[src/rtl/ps2_teclado_rx.sv]
// ---------------------------------------------------------------------------
// ps2_teclado_rx
//
// PS/2 keyboard receiver that feeds the PicoBlaze keyboard input port.
// It synchronizes the raw PS/2 lines, removes glitches from the PS/2 clock,
// deframes 11-bit frames (start, 8 data LSB first, odd parity, stop),
// discards break (F0) and extended (E0) prefixes and holds the most recent
// make code until the processor acknowledges it.
//
// Ports:
//   clk          system clock
//   reset        asynchronous, active-low reset
//   ps2_clk      raw PS/2 clock from the keyboard (asynchronous)
//   ps2_data     raw PS/2 data from the keyboard (asynchronous)
//   leer         one-cycle read acknowledge from the port decode
//   dato_teclado last make scan code received
//   tecla_valid  dato_teclado holds an unread code
//   ext_key      last make code was E0-prefixed
//   overrun      sticky: a make code overwrote an unread one
//   frame_err    one-cycle pulse per aborted or rejected frame
// ---------------------------------------------------------------------------
module ps2_teclado_rx #(
    parameter int FILTER_LEN  = 8,
    parameter int TIMEOUT_CYC = 100000
) (
    input  logic       clk,
    input  logic       reset,
    input  logic       ps2_clk,
    input  logic       ps2_data,
    input  logic       leer,
    output logic [7:0] dato_teclado,
    output logic       tecla_valid,
    output logic       ext_key,
    output logic       overrun,
    output logic       frame_err
);

    localparam int FLT_W = $clog2(FILTER_LEN + 1);
    localparam int TMO_W = $clog2(TIMEOUT_CYC + 1);

    localparam logic [FLT_W-1:0] FLT_LAST = FLT_W'(FILTER_LEN - 1);
    localparam logic [TMO_W-1:0] TMO_LAST = TMO_W'(TIMEOUT_CYC - 1);

    localparam logic [1:0] ST_IDLE   = 2'd0;
    localparam logic [1:0] ST_DATA   = 2'd1;
    localparam logic [1:0] ST_PARITY = 2'd2;
    localparam logic [1:0] ST_STOP   = 2'd3;

    localparam logic [7:0] CODE_BREAK = 8'hF0;
    localparam logic [7:0] CODE_EXT   = 8'hE0;

    // -----------------------------------------------------------------------
    // Input synchronizers. They reset to 1 because an idle PS/2 line is high.
    // -----------------------------------------------------------------------
    logic clk_meta, clk_sync;
    logic data_meta, data_sync;

    // NOTE: sequential state is always assigned with <= so every register
    // samples its inputs from before the edge, independent of block order.
    always_ff @(posedge clk or negedge reset) begin
        if (!reset) begin
            clk_meta  <= 1'b1;
            clk_sync  <= 1'b1;
            data_meta <= 1'b1;
            data_sync <= 1'b1;
        end else begin
            clk_meta  <= ps2_clk;
            clk_sync  <= clk_meta;
            data_meta <= ps2_data;
            data_sync <= data_meta;
        end
    end

    // -----------------------------------------------------------------------
    // Clock glitch filter: count consecutive samples that differ from the
    // filtered value; any sample that agrees again restarts the count.
    // -----------------------------------------------------------------------
    logic             clk_filt;
    logic             clk_filt_q;
    logic [FLT_W-1:0] flt_cnt;
    logic             fall;

    always_ff @(posedge clk or negedge reset) begin
        if (!reset) begin
            clk_filt   <= 1'b1;
            clk_filt_q <= 1'b1;
            flt_cnt    <= '0;
        end else begin
            clk_filt_q <= clk_filt;
            if (clk_sync == clk_filt) begin
                flt_cnt <= '0;
            end else if (flt_cnt == FLT_LAST) begin
                clk_filt <= clk_sync;
                flt_cnt  <= '0;
            end else begin
                flt_cnt <= flt_cnt + 1'b1;
            end
        end
    end

    // One-cycle strobe on the first cycle the filtered clock reads low.
    assign fall = clk_filt_q & ~clk_filt;

    // -----------------------------------------------------------------------
    // Deframing FSM with mid-frame timeout.
    // -----------------------------------------------------------------------
    logic [1:0]       state;
    logic [2:0]       bit_cnt;
    logic [7:0]       shift_reg;
    logic             parity_bit;
    logic [TMO_W-1:0] tmo_cnt;
    logic             byte_strobe;
    logic [7:0]       rx_byte;

    always_ff @(posedge clk or negedge reset) begin
        if (!reset) begin
            state       <= ST_IDLE;
            bit_cnt     <= '0;
            shift_reg   <= '0;
            parity_bit  <= 1'b0;
            tmo_cnt     <= '0;
            byte_strobe <= 1'b0;
            rx_byte     <= '0;
            frame_err   <= 1'b0;
        end else begin
            byte_strobe <= 1'b0;
            frame_err   <= 1'b0;

            if (state == ST_IDLE || fall) begin
                tmo_cnt <= '0;
            end else begin
                tmo_cnt <= tmo_cnt + 1'b1;
            end

            case (state)
                ST_IDLE: begin
                    if (fall && !data_sync) begin
                        state   <= ST_DATA;
                        bit_cnt <= '0;
                    end
                end
                ST_DATA: begin
                    if (fall) begin
                        shift_reg <= {data_sync, shift_reg[7:1]};
                        bit_cnt   <= bit_cnt + 1'b1;
                        if (bit_cnt == 3'd7) begin
                            state <= ST_PARITY;
                        end
                    end
                end
                ST_PARITY: begin
                    if (fall) begin
                        parity_bit <= data_sync;
                        state      <= ST_STOP;
                    end
                end
                ST_STOP: begin
                    if (fall) begin
                        // Odd parity: data plus parity bit XOR to 1.
                        if (data_sync && (^{shift_reg, parity_bit})) begin
                            byte_strobe <= 1'b1;
                            rx_byte     <= shift_reg;
                        end else begin
                            frame_err <= 1'b1;
                        end
                        state <= ST_IDLE;
                    end
                end
                default: state <= ST_IDLE;
            endcase

            // Abort a stalled frame; placed last so it overrides the case.
            if (state != ST_IDLE && !fall && tmo_cnt == TMO_LAST) begin
                state     <= ST_IDLE;
                frame_err <= 1'b1;
            end
        end
    end

    // -----------------------------------------------------------------------
    // Scan code decoder and read handshake.
    // -----------------------------------------------------------------------
    logic brk;
    logic ext_pend;
    logic is_make;

    assign is_make = byte_strobe && (rx_byte != CODE_BREAK) &&
                     (rx_byte != CODE_EXT) && !brk;

    always_ff @(posedge clk or negedge reset) begin
        if (!reset) begin
            brk          <= 1'b0;
            ext_pend     <= 1'b0;
            dato_teclado <= '0;
            tecla_valid  <= 1'b0;
            ext_key      <= 1'b0;
            overrun      <= 1'b0;
        end else begin
            if (byte_strobe) begin
                if (rx_byte == CODE_BREAK) begin
                    brk <= 1'b1;
                end else if (rx_byte == CODE_EXT) begin
                    ext_pend <= 1'b1;
                end else if (brk) begin
                    // Release code: swallow it and forget the prefixes.
                    brk      <= 1'b0;
                    ext_pend <= 1'b0;
                end else begin
                    dato_teclado <= rx_byte;
                    ext_key      <= ext_pend;
                    ext_pend     <= 1'b0;
                end
            end

            // A new make beats a simultaneous acknowledge; an acknowledge
            // that lands with a make still counts as reading the old code.
            if (is_make) begin
                tecla_valid <= 1'b1;
                if (tecla_valid && !leer) begin
                    overrun <= 1'b1;
                end else if (tecla_valid && leer) begin
                    overrun <= 1'b0;
                end
            end else if (leer && tecla_valid) begin
                tecla_valid <= 1'b0;
                overrun     <= 1'b0;
            end
        end
    end

endmodule

[config.mk]
export PLATFORM = sky130hd
export DESIGN_NAME = ps2_teclado_rx
export DESIGN_NICKNAME = d
export VERILOG_FILES = /design/src/rtl/ps2_teclado_rx.sv
export SDC_FILE = /design/constraint.sdc
export NUM_CORES = 1
export LEC_CHECK = 0
export BUFFER_PORTS_ARGS = -buffer_cell sky130_fd_sc_hd__buf_2
export CAP_MARGIN = 30
export CORE_MARGIN = 2
export CORE_UTILIZATION = 35
export DETAILED_ROUTE_END_ITERATION = 16
export GPL_TIMING_DRIVEN = 0
export HOLD_SLACK_MARGIN = 0.05
export PLACE_DENSITY_LB_ADDON = 0.3
export SYNTH_ARGS = -nofsm -noshare
export SYNTH_HDL_FRONTEND = slang
export SYNTH_SLANG_ARGS = --single-unit
export TNS_END_PERCENT = 10
[constraint.sdc]
create_clock -name clk -period 3.4 [get_ports clk]
set_input_delay 0.34 -clock clk [delete_from_list [all_inputs] [get_ports clk]]
set_output_delay 0.34 -clock clk [all_outputs]
set_load 0.1 [all_outputs]
==> flow_summary.ini <==
[clock_tree]
clockBufferDepth = 2
ctsResizeCount = 0
cts_hold_repair.buffers = 0
tritoncts = done
clock_buffer_count_from_cts = 9
cts.clk_slew.worst_paths_ns = 0.08
h-tree-depth = 3
postCtsSetupRepairBufs = 0
clock-root-buffer = sky130_fd_sc_hd__clkbuf_8
worst_skew_pair.late_latency_ns = 0.34
cts.sinks = 64

[global_routing]
vias_in_the_first_global_route = 1762
grt_antenna_before_repair = 0
grt_max_degree = 65
grt.total_usage_pct = 11.97
residual_overflow_from_global_routing = 0
wire_length_of_the_first_global_routing_pass_um = 8211

[detailed_routing]
average_via_count_per_standard_cell = 4.712
final_antenna_net_count = 0
drcViolationCount = 0
dr_total_vias = 1767
routed_wl_um = 4610
firstDrtPassIters = 4
drtIter0Drc = 67
route.detailed.wl_per_inst_um = 12.29

[yosys]
combinational_family_with_the_most_area_after_synthesis = simple AND/OR/NAND/NOR gates
synth-adder-area-share_pct = 3.972
post_synth_arst_share_pct = 100.0
synth_edf_count = 0
synth_compound_gate_area_share_pct = 5.516
post-synth-top-area-fraction_pct = 51.19
synth_seq_area_share_pct = 56.75
yosysWarningCount = 0
ys_types = 38
yosys_register_bits = 64
syn-num-nets = 255
synthMuxAreaShare_pct = 9.532
synthXorXnorAreaFrac_pct = 7.855
largest_area_contributor_in_the_synthesized_netlist = sky130_fd_sc_hd__dfrtp_1
synthFlopType = sky130_fd_sc_hd__dfrtp_1
syn_inst = 241
post_synth_instance_area_um2 = 2835
synthTopCellsByArea = sky130_fd_sc_hd__dfrtp_1 51%, sky130_fd_sc_hd__mux2_2 9.5%, sky130_fd_sc_hd__dfstp_2 5.6%, sky130_fd_sc_hd__ha_1 4.0%, sky130_fd_sc_hd__nor2_1 3.8%
yosys.area_share.simple_pct = 14.56
synth.avg_cell_area_um2 = 11.76

[setup_path]
critical_path.n_buffers_inverters = 2
timing.critical_path.max_delay_family = simple AND/OR/NAND/NOR gates
worst-endpoint-required_ns = 3.61
worst_path_slowest_cell = sky130_fd_sc_hd__nor4bb_1
start_kind = register
crit_path_cell_trace = inv_1, ha_1, or2_2, clkbuf_1, nor4bb_1, o21a_1, o21ai_0
worstSetupEndpointType = register
worst_r2r_startpoint = state[0]
reg_to_reg_end = state[1]
critical_path_cell_count = 7
worst-setup-path-type = reg2reg
r2r.worst_path.cells = 7
critical_path_arrival_ns = 2.43
worstPathMaxFanout = 8
critPathMaxStageDelay_ns = 0.51
r2r_slack_ns = 1.18
crit_start = state[0]

[timing]
timing.final.ws_setup_ns = 1.183
final_worst_path_period_share_pct = 65.21
clock_skew_ns = 0.01544
max_freq_mhz = 451.0
finalSetupViolations = 0
fin_crit_ns = 2.217
final_max_slew_viols = 0
maxSlewHeadroom_pct = 48.06
timing_hold_violations_final = 0
grt_setup_unrepaired = no
finalSetupTns_ns = 0
worst_pin_slew_ns = 0.7791

[floorplan]
die_h_um = 94.01
ioPinCount = 17
start_util_pct = 36.31
core_footprint_um2 = 7807
rows = 32
chipWidth_um = 94.01
fp.dieArea_um2 = 8837

[pwr]
p_int_mw = 1.403
netSwitchingPower_uw = 686.9
comb_power_share_pct = 23.7
netSwitchingFraction_pct = 32.87
pwr-share-clk_pct = 31.8
cell_leakage_power_nw = 1.548
cellPowerDensity_nw_per_um2 = 643.1
power.ir.vdd_worst_uv = 188.8
power.share.sequential_pct = 44.4

[cells_and_area]
antenna_cells = 0
final_net_count = 282
top_register = tmo_cnt
largest_reg_flops = 17
area_growth_syn_to_layout_pct = 14.61
final_layout_size_suffix_gt1_share_pct = 25.64
final_cell_count_no_fill = 375

[placed_design]
detailedPlace.worstSlack_ns = 1.210
gp_congestion = 0.7390
placed_cells_incl_taps = 359
port_buffers = 16
hpwl_um = 3115

[outcome]
outcome = finished, final reports clean

[worst_hold_path]
hold_class = in2async

[flow_run]
maxCapViolations = 0
==> metal layers <==
| layer | vias to the layer above | track usage, % | part of all wire [%] |
|---|---|---|---|
| met5 | - | 0 | 0 |
| met4 | 0 | 5.193 | 1.1 |
| met3 | 5 | 3.852 | 2.8 |
| met2 | 20 | 17.02 | 43 |
| met1 | 855 | 16.68 | 53 |
| li1 | 887 | - | - |
==> synth_stat cells, drive strengths merged (2+ instances only) <==
| master | count |
|---|---|
| nand2 | 16 |
| clkbuf | 3 |
| ha | 9 |
| and3 | 2 |
| xnor2 | 13 |
| nor2 | 29 |
| nand3 | 11 |
| mux2 | 24 |
| o21ai | 12 |
| or2 | 2 |
| dfstp | 6 |
| dfrtp | 58 |
| xor2 | 9 |
| buf | 2 |
| nand4 | 4 |
| inv | 8 |
| nand2b | 3 |
| nor3 | 3 |
| a21oi | 5 |
| nor2b | 3 |
| nor4 | 4 |
==> per-stage QoR <==
| step | hold slack (ns) | area [um^2] | util (%) | total power [mW] |
|---|---|---|---|---|
| 6_report | 0.07761 | 3249 | 41.62 | 2.090 |
| 5_1_grt | 0.08320 | 3249 | 41.62 | 2.231 |
| 4_1_cts | 0.08101 | 3249 | 41.62 | 2.119 |
| 3_5_place_dp | 0.3468 | 3045 | 39.01 | 1.441 |
| 3_3_place_gp | 0.3472 | 3043 | 38.97 | 1.426 |
| 2_1_floorplan | 0.04441 | 2835 | - | 1.317 |
==> power groups by stage <==
stage | clock, mW | combinational (mW) | sequential, mW
floorplan | 0 | 0.383 | 0.934
global placement | 0 | 0.486 | 0.941
detailed placement | 0 | 0.499 | 0.942
CTS | 0.687 | 0.503 | 0.929
global route | 0.719 | 0.567 | 0.945
finish | 0.666 | 0.496 | 0.929
==> cells in the final DEF, fill, tap and decap left out, types with 2 or more instances in the layout <==
master                     synthesis  routed
sky130_fd_sc_hd__dfstp_2           6       6
sky130_fd_sc_hd__inv_1             8       8
sky130_fd_sc_hd__clkinv_4          0       2
sky130_fd_sc_hd__dfrtp_1          58      58
sky130_fd_sc_hd__nor3_1            3       3
sky130_fd_sc_hd__clkbuf_8          0       9
sky130_fd_sc_hd__buf_2             2      17
sky130_fd_sc_hd__mux2_2           24      24
sky130_fd_sc_hd__nand2b_1          3       3
sky130_fd_sc_hd__a21oi_1           5       5
sky130_fd_sc_hd__nor4_1            4       4
sky130_fd_sc_hd__xnor2_1          12      12
sky130_fd_sc_hd__or2_2             2       2
sky130_fd_sc_hd__ha_1              9       9
sky130_fd_sc_hd__nand4_1           3       3
sky130_fd_sc_hd__xor2_1            9       9
sky130_fd_sc_hd__nor2b_1           3       3
sky130_fd_sc_hd__and3_1            2       2
sky130_fd_sc_hd__o21ai_0          12      12
sky130_fd_sc_hd__nand2_1          16      16
sky130_fd_sc_hd__clkbuf_1          3       3
sky130_fd_sc_hd__nor2_1           29      29
sky130_fd_sc_hd__nand3_1          11      11
==> worst max path at each step <==
stage,to,slack (ns)
final,state[1],1.18
after global routing,state[0],0.98
after CTS,state[0],1.18
after detailed placement,state[0],1.21
after global placement,state[0],1.22
after floorplan,state[0],1.55
==> cell families (layout without fill, tap and decap cells) <==
kind of cell / count (synthesis) / in the layout
simple gates: 83 / 83
compound gates: 25 / 25
mux: 24 / 24
buf+inv: 13 / 45
flops: 64 / 64
xor+xnor: 23 / 23
fa+ha+maj: 9 / 9
==> cell type report <==
| class | instances | area (um^2) |
|---|---|---|
| inverters | 8 | 30.03 |
| plain buffers | 5 | 21.27 |
| flip-flops and latches | 64 | 1609 |
| fillers | 762 | 4558 |
| clock buffers | 9 | 123.9 |
| repair buffers | 16 | 82.58 |
| well taps | 102 | 127.6 |
| clock inverters | 7 | 80.08 |
| multi-input cells | 164 | 1175 |
Note: power is estimated with default switching activity, not from simulation.
